## config.mk

```make
export PLATFORM = sky130hd
export DESIGN_NAME = spi_master_param
export DESIGN_NICKNAME = d
export VERILOG_FILES = /design/src/rtl/spi_master_param.sv
export SDC_FILE = /design/constraint.sdc
export NUM_CORES = 1
export LEC_CHECK = 0
export ABC_CLOCK_PERIOD_IN_PS = 2100
export CAP_MARGIN = 30
export CELL_PAD_IN_SITES_DETAIL_PLACEMENT = 1
export CELL_PAD_IN_SITES_GLOBAL_PLACEMENT = 1
export CORE_ASPECT_RATIO = 0.5
export CORE_MARGIN = 4
export CORE_UTILIZATION = 48
export DETAILED_ROUTE_END_ITERATION = 8
export DONT_BUFFER_PORTS = 1
export PLACE_DENSITY = 0.8
export SYNTH_ARGS = -nofsm -noshare
export SYNTH_HDL_FRONTEND = slang
export SYNTH_SLANG_ARGS = --single-unit
export TNS_END_PERCENT = 20
```

## constraint.sdc

```tcl
create_clock -name sysclk -period 2.1 [get_ports sysclk]
set_input_delay 0.21 -clock sysclk [delete_from_list [all_inputs] [get_ports sysclk]]
set_output_delay 0.21 -clock sysclk [all_outputs]
set_load 0.02 [all_outputs]
```

## src/rtl/spi_master_param.sv

```systemverilog
`default_nettype none
// ============================================================================
//  Module      : spi_master_param
//  Description : Parametrised, fully synchronous SPI master. Shifts one
//                FRAME_WIDTH-bit frame out on mosi while capturing a
//                full-width frame from miso. Supports all four CPOL/CPHA
//                modes, MSB- or LSB-first bit order, a programmable SCLK
//                half-period divider and chip-select setup/hold guard times.
//  Revision    : 1.0 - initial release
// ----------------------------------------------------------------------------
//  Parameters
//    FRAME_WIDTH  bits per transfer (>= 2)
//    HALF_DIV     sysclk cycles per SCLK half-period (>= 1)
//    CPOL         SCLK idle level
//    CPHA         0: sample on leading edge, shift on trailing edge
//                 1: shift on leading edge, sample on trailing edge
//    MSB_FIRST    1: MSB shifted first, 0: LSB first (tx and rx)
//    CS_SETUP     cycles of cs low before the first SCLK interval (>= 1)
//    CS_HOLD      cycles of cs low after the last SCLK edge (>= 1)
//  Ports
//    sysclk   in   system clock, all logic on the rising edge
//    rst_n    in   synchronous reset, active low
//    tx_enb   in   start request, accepted only while tx_ready is high
//    i_frame  in   transmit frame, sampled on accept
//    tx_ready out  high in IDLE
//    miso     in   serial data from the slave
//    cs       out  chip select, active low
//    sclk     out  SPI clock, driven straight from a flop
//    mosi     out  serial data to the slave
//    o_frame  out  last received frame, natural bit order
//    o_valid  out  one-cycle pulse when o_frame is updated
// ============================================================================
module spi_master_param #(
  parameter int FRAME_WIDTH = 32,
  parameter int HALF_DIV    = 3,
  parameter int CPOL        = 0,
  parameter int CPHA        = 0,
  parameter int MSB_FIRST   = 1,
  parameter int CS_SETUP    = 2,
  parameter int CS_HOLD     = 2
) (
  input  logic                   sysclk,
  input  logic                   rst_n,
  input  logic                   tx_enb,
  input  logic [FRAME_WIDTH-1:0] i_frame,
  output logic                   tx_ready,
  input  logic                   miso,
  output logic                   cs,
  output logic                   sclk,
  output logic                   mosi,
  output logic [FRAME_WIDTH-1:0] o_frame,
  output logic                   o_valid
);

  // --------------------------------------------------------------------------
  // Derived sizes and terminal counts
  // --------------------------------------------------------------------------
  localparam int EDGES     = 2 * FRAME_WIDTH;
  localparam int DIV_W     = (HALF_DIV > 1) ? $clog2(HALF_DIV) : 1;
  localparam int EDGE_W    = $clog2(EDGES);
  localparam int GUARD_MAX = (CS_SETUP > CS_HOLD) ? CS_SETUP : CS_HOLD;
  localparam int GUARD_W   = (GUARD_MAX > 1) ? $clog2(GUARD_MAX) : 1;

  localparam logic [DIV_W-1:0]   DIV_LAST   = DIV_W'(HALF_DIV - 1);
  localparam logic [EDGE_W-1:0]  EDGE_LAST  = EDGE_W'(EDGES - 1);
  localparam logic [GUARD_W-1:0] SETUP_LAST = GUARD_W'(CS_SETUP - 1);
  localparam logic [GUARD_W-1:0] HOLD_LAST  = GUARD_W'(CS_HOLD - 1);
  localparam logic               SCLK_IDLE  = (CPOL != 0);
  localparam logic               TX_ON_LEAD = (CPHA != 0);
  localparam logic               MSB_ORDER  = (MSB_FIRST != 0);

  typedef enum logic [2:0] {
    ST_IDLE  = 3'd0,
    ST_SETUP = 3'd1,
    ST_SHIFT = 3'd2,
    ST_HOLD  = 3'd3,
    ST_DONE  = 3'd4
  } state_t;

  // --------------------------------------------------------------------------
  // Bit-order helpers: the tx register always keeps the next bit to send at
  // its "front" end, and the rx register fills so that after FRAME_WIDTH
  // captures the word sits in natural bit order.
  // --------------------------------------------------------------------------
  function automatic logic front_bit(input logic [FRAME_WIDTH-1:0] v);
    return MSB_ORDER ? v[FRAME_WIDTH-1] : v[0];
  endfunction

  function automatic logic [FRAME_WIDTH-1:0] drop_front(input logic [FRAME_WIDTH-1:0] v);
    return MSB_ORDER ? {v[FRAME_WIDTH-2:0], 1'b0} : {1'b0, v[FRAME_WIDTH-1:1]};
  endfunction

  function automatic logic [FRAME_WIDTH-1:0] push_bit(input logic [FRAME_WIDTH-1:0] v,
                                                      input logic b);
    return MSB_ORDER ? {v[FRAME_WIDTH-2:0], b} : {b, v[FRAME_WIDTH-1:1]};
  endfunction

  // --------------------------------------------------------------------------
  // State and datapath registers
  // --------------------------------------------------------------------------
  state_t                 state_q, state_d;
  logic [GUARD_W-1:0]     guard_q, guard_d;
  logic [DIV_W-1:0]       div_q,   div_d;
  logic [EDGE_W-1:0]      edge_q,  edge_d;
  logic [FRAME_WIDTH-1:0] tx_q,    tx_d;
  logic [FRAME_WIDTH-1:0] rx_q,    rx_d;
  logic [FRAME_WIDTH-1:0] frame_q, frame_d;
  logic                   cs_q,    cs_d;
  logic                   sclk_q,  sclk_d;
  logic                   mosi_q,  mosi_d;
  logic                   valid_q, valid_d;

  // An sclk toggle happens at the end of every HALF_DIV-cycle interval.
  // edge_q counts edges already emitted, so an even count means the edge
  // about to be emitted is a leading one.
  logic tick;
  logic lead_edge;
  logic last_edge;

  assign tick      = (state_q == ST_SHIFT) && (div_q == DIV_LAST);
  assign lead_edge = ~edge_q[0];
  assign last_edge = (edge_q == EDGE_LAST);

  always_ff @(posedge sysclk) begin
    if (!rst_n) begin
      state_q <= ST_IDLE;
      guard_q <= '0;
      div_q   <= '0;
      edge_q  <= '0;
      tx_q    <= '0;
      rx_q    <= '0;
      frame_q <= '0;
      cs_q    <= 1'b1;
      sclk_q  <= SCLK_IDLE;
      mosi_q  <= 1'b0;
      valid_q <= 1'b0;
    end else begin
      state_q <= state_d;
      guard_q <= guard_d;
      div_q   <= div_d;
      edge_q  <= edge_d;
      tx_q    <= tx_d;
      rx_q    <= rx_d;
      frame_q <= frame_d;
      cs_q    <= cs_d;
      sclk_q  <= sclk_d;
      mosi_q  <= mosi_d;
      valid_q <= valid_d;
    end
  end

  // --------------------------------------------------------------------------
  // Next-state and registered-output logic. Every pin is a flop, so the
  // values computed here are the pin levels for the cycle after this edge.
  // --------------------------------------------------------------------------
  always_comb begin
    state_d = state_q;
    guard_d = guard_q;
    div_d   = div_q;
    edge_d  = edge_q;
    tx_d    = tx_q;
    rx_d    = rx_q;
    frame_d = frame_q;
    cs_d    = cs_q;
    sclk_d  = sclk_q;
    mosi_d  = mosi_q;
    valid_d = 1'b0;

    case (state_q)
      ST_IDLE: begin
        cs_d   = 1'b1;
        sclk_d = SCLK_IDLE;
        mosi_d = 1'b0;
        if (tx_enb) begin
          state_d = ST_SETUP;
          guard_d = '0;
          div_d   = '0;
          edge_d  = '0;
          rx_d    = '0;
          cs_d    = 1'b0;
          if (TX_ON_LEAD) begin
            // First bit goes out on leading edge 1.
            tx_d   = i_frame;
            mosi_d = 1'b0;
          end else begin
            // First bit is already on the wire during the whole setup time.
            tx_d   = drop_front(i_frame);
            mosi_d = front_bit(i_frame);
          end
        end
      end

      ST_SETUP: begin
        if (guard_q == SETUP_LAST) begin
          state_d = ST_SHIFT;
          guard_d = '0;
        end else begin
          guard_d = guard_q + 1'b1;
        end
      end

      ST_SHIFT: begin
        if (tick) begin
          div_d  = '0;
          sclk_d = ~sclk_q;
          edge_d = edge_q + 1'b1;
          if (lead_edge) begin
            if (TX_ON_LEAD) begin
              mosi_d = front_bit(tx_q);
              tx_d   = drop_front(tx_q);
            end else begin
              rx_d = push_bit(rx_q, miso);
            end
          end else begin
            if (TX_ON_LEAD) begin
              rx_d = push_bit(rx_q, miso);
            end else if (!last_edge) begin
              // No new bit after the final trailing edge: mosi holds
              // the last bit through HOLD.
              mosi_d = front_bit(tx_q);
              tx_d   = drop_front(tx_q);
            end
          end
          if (last_edge) begin
            state_d = ST_HOLD;
            edge_d  = '0;
            guard_d = '0;
          end
        end else begin
          div_d = div_q + 1'b1;
        end
      end

      ST_HOLD: begin
        if (guard_q == HOLD_LAST) begin
          state_d = ST_DONE;
          guard_d = '0;
          cs_d    = 1'b1;
          mosi_d  = 1'b0;
          frame_d = rx_q;
          valid_d = 1'b1;
        end else begin
          guard_d = guard_q + 1'b1;
        end
      end

      ST_DONE: begin
        state_d = ST_IDLE;
      end

      default: begin
        state_d = ST_IDLE;
        cs_d    = 1'b1;
        sclk_d  = SCLK_IDLE;
        mosi_d  = 1'b0;
      end
    endcase
  end

  assign tx_ready = (state_q == ST_IDLE);
  assign cs       = cs_q;
  assign sclk     = sclk_q;
  assign mosi     = mosi_q;
  assign o_frame  = frame_q;
  assign o_valid  = valid_q;

endmodule
`default_nettype wire

```

==> reports/metrics.cfg <==
[cts]
clockRootBuffer = clkbuf_16
insertion_delay_ns = 0.35
h-tree-depth = 3
clk_pin_slew_worst_paths_ns = 0.07
cts_buffers = 9
cts_setup_buffers = 0
cts_sinks = 111
clockBufferDepth = 2
postCtsHoldBufs = 2
cts_resized = 0
cts_tree = built

[global_routing]
grt_pass1_wl_mm = 17.4
grt_pass1_vias = 3416
track_usage_pct = 18.4
grt.overflow.total = 0
grt_max_degree = 70
antenna_found_initial = 1

[critical_path]
path_class = flop to flop
worst_ep_arrival_time_ns = 2.17
cp-end-kind = flop
path_depth = 6
max_stage_delay_ns = 0.51
critPathLaunchType = flop
critPathBufInv = 1
crit_family = compound AO/OA/AOI/OAI gates
r2r_end = tx_q[10]
r2r_slack_ns = 0.20
cp_max_fo = 11
r2r_start = edge_q[0]
worstRegToRegCells = 6
required_ns = 2.37
startpoint = edge_q[0]
cp-endpoint = tx_q[10]
worstPathCellList = ha_1 -> nand2_1 -> o21ai_0 -> a21oi_4 -> buf_12 -> mux2i_1
critical-path-slowest-cell = a21oi_4

[synthesis]
syn-num-nets = 530
synth_top_area_share_pct = 48.0
synth_edf_count = 0
syn_area_per_cell_sq_um = 9.39
synth_area_leader_cell = dfxtp_1
synthesis.area_sq_mm = 0.00463
synth_area_leaders = dfxtp_1, nand2_1, mux2_4, mux2i_1, a22o_1
ys_ff_latch = 111
yosys_most_used_dff = dfxtp_1
synth_cell_type_count = 48
yosys_warnings = 0
async_flop_share_pct = 0
ys_seq_area_share_pct = 48.0
synth_cells = 493

[drt]
avgRoutedWirePerCell_um = 16.5
ant_nets = 0
dr.pass1.iters = 4
vias = 3392
drc_errors = 0
drt-initial-drc-count = 176
drt-vias-per-instance = 5.45
routed_wl_mm = 10.3

[timing]
tightest_slew_ns = 0.594
max-slew-margin-rel_pct = 59.9
finalSetupViolations = 0
fmax_ghz = 0.526
hold_violations = 0
period_share_pct = 90.6
min_period_ns = 1.90
fin_skew_ns = 0.00788
maxSlewViolCount = 0
setup_tns_ns = 0
rsz0062_at_grt = no

[layout]
drive_gt1_share_pct = 13.8
fin_cells = 622
finalNetCount = 524
layout_common_cells = nand2_1, dfxtp_1, a21oi_1
synthToLayoutAreaGrowth_pct = 10.0
final_common_cell = nand2_1
antenna_cells = 0

[worst_hold_path]
hold_path_class = input pin to flop
hold_path_depth = 2

[floorplan]
io-pin-count = 73
die_w_um = 147
design.core.area_sq_mm = 0.00904
die_area_sq_mm = 0.0114
rows = 24
start_util_pct = 51.2
dieHeight_um = 77.4

[status]
status = finished, final reports clean

[flow_run]
cap_violations = 0

[place]
gp_congestion = 0.894
dp.final_hpwl_mm = 6.61
dp_cells = 603
port_buffers = 0

[power_and_ir_drop]
p_leak_nw = 1.97
vdd_ir_drop_max_mv = 0.400
power.density_mw_per_mm2 = 822

## worst min-delay path by stage
| stage | from | to | slack, ns |
|---|---|---|---|
| after floorplan | miso | rx_q[0] | 0.34 |
| after global placement | rst_n | cs | 0.30 |
| after detailed placement | rst_n | cs | 0.30 |
| after CTS | rst_n | tx_q[21] | 0.003 |
| after global routing | rst_n | tx_q[17] | 0.001 |
| final | rst_n | tx_q[21] | 0.01 |
## worst register-to-register path: stages, from the launching register on
cell and delay (ns):
dfxtp_1 0.39, ha_1 0.26, nand2_1 0.10, o21ai_0 0.14, a21oi_4 0.51, buf_12 0.22
mux2i_1 0.21
## synthesized netlist by cell type, types with 2 or more instances
library cell,n
nand2_1,137
dfxtp_1,111
nor4_1,2
mux2_2,3
o211ai_1,4
nand3_1,7
clkbuf_1,15
nor2_1,13
a31oi_1,2
a21oi_1,41
buf_6,5
o21ai_0,5
nor3_1,2
nand2b_1,2
a22o_1,32
buf_2,13
inv_1,3
mux2i_1,31
o21a_1,2
o21ai_1,2
nor2b_1,3
buf_4,2
xor2_1,2
a21boi_0,2
buf_1,3
mux2_4,27
## state kept, by name, indices dropped and copies added (netlist names)
name	flops
o_valid	1
cs	1
mosi	1
guard_q	1
sclk	1
o_frame	32
rx_q	32
div_q	2
state_q	3
edge_q	6
tx_q	31
## logic make-up (layout without fill, tap and decap cells)
| group | count (synthesis) | after routing | synth area share [%] |
|---|---|---|---|
| buf+inv | 42 | 41 | 4.73 |
| xor+xnor | 3 | 3 | 0.568 |
| mux | 61 | 61 | 16.2 |
| flops | 111 | 111 | 48.0 |
| compound gates | 98 | 98 | 14.3 |
| fa+ha+maj | 1 | 1 | 0.270 |
| simple gates | 177 | 177 | 15.9 |
## power by group
group / switching (W) / total (W) / internal [W]
clock: 0.000798 / 0.00162 / 0.000825
sequential: 0.0000437 / 0.00221 / 0.00216
combinational: 0.000176 / 0.000356 / 0.000180
total: 0.00102 / 0.00419 / 0.00317
## metrics by stage
stage | hold WS, ns | setup WS [ns] | power, W | util (%) | instance area [sq um]
finish | 0.0141 | 0.198 | 0.00419 | 56.3 | 5090
global route | 0.00141 | 0.0850 | 0.00437 | 56.3 | 5090
CTS | 0.00259 | 0.195 | 0.00423 | 56.2 | 5080
detailed placement | 0.301 | 0.227 | 0.00261 | 52.9 | 4780
global placement | 0.302 | 0.298 | 0.00259 | 52.9 | 4780
floorplan | 0.336 | 0.490 | 0.00254 | - | 4630
## routing by layer
metal,global-route usage [%],share of wire [%]
met5,0,0.13
met1,23.9,49
met4,3.47,0.75
met2,29.7,45
met3,6.93,5.4
## cell type report
type                       instances  area [sq um]
timing repair buffer              21           203
inverter                           4          15.0
sequential                       111          2220
multi-input combinational        340          2210
clock buffer                      10           229
fill                            1033          3950
clock inverter                     6          52.6
tap                              130           163
Note: power is estimated with default switching activity, not from simulation.
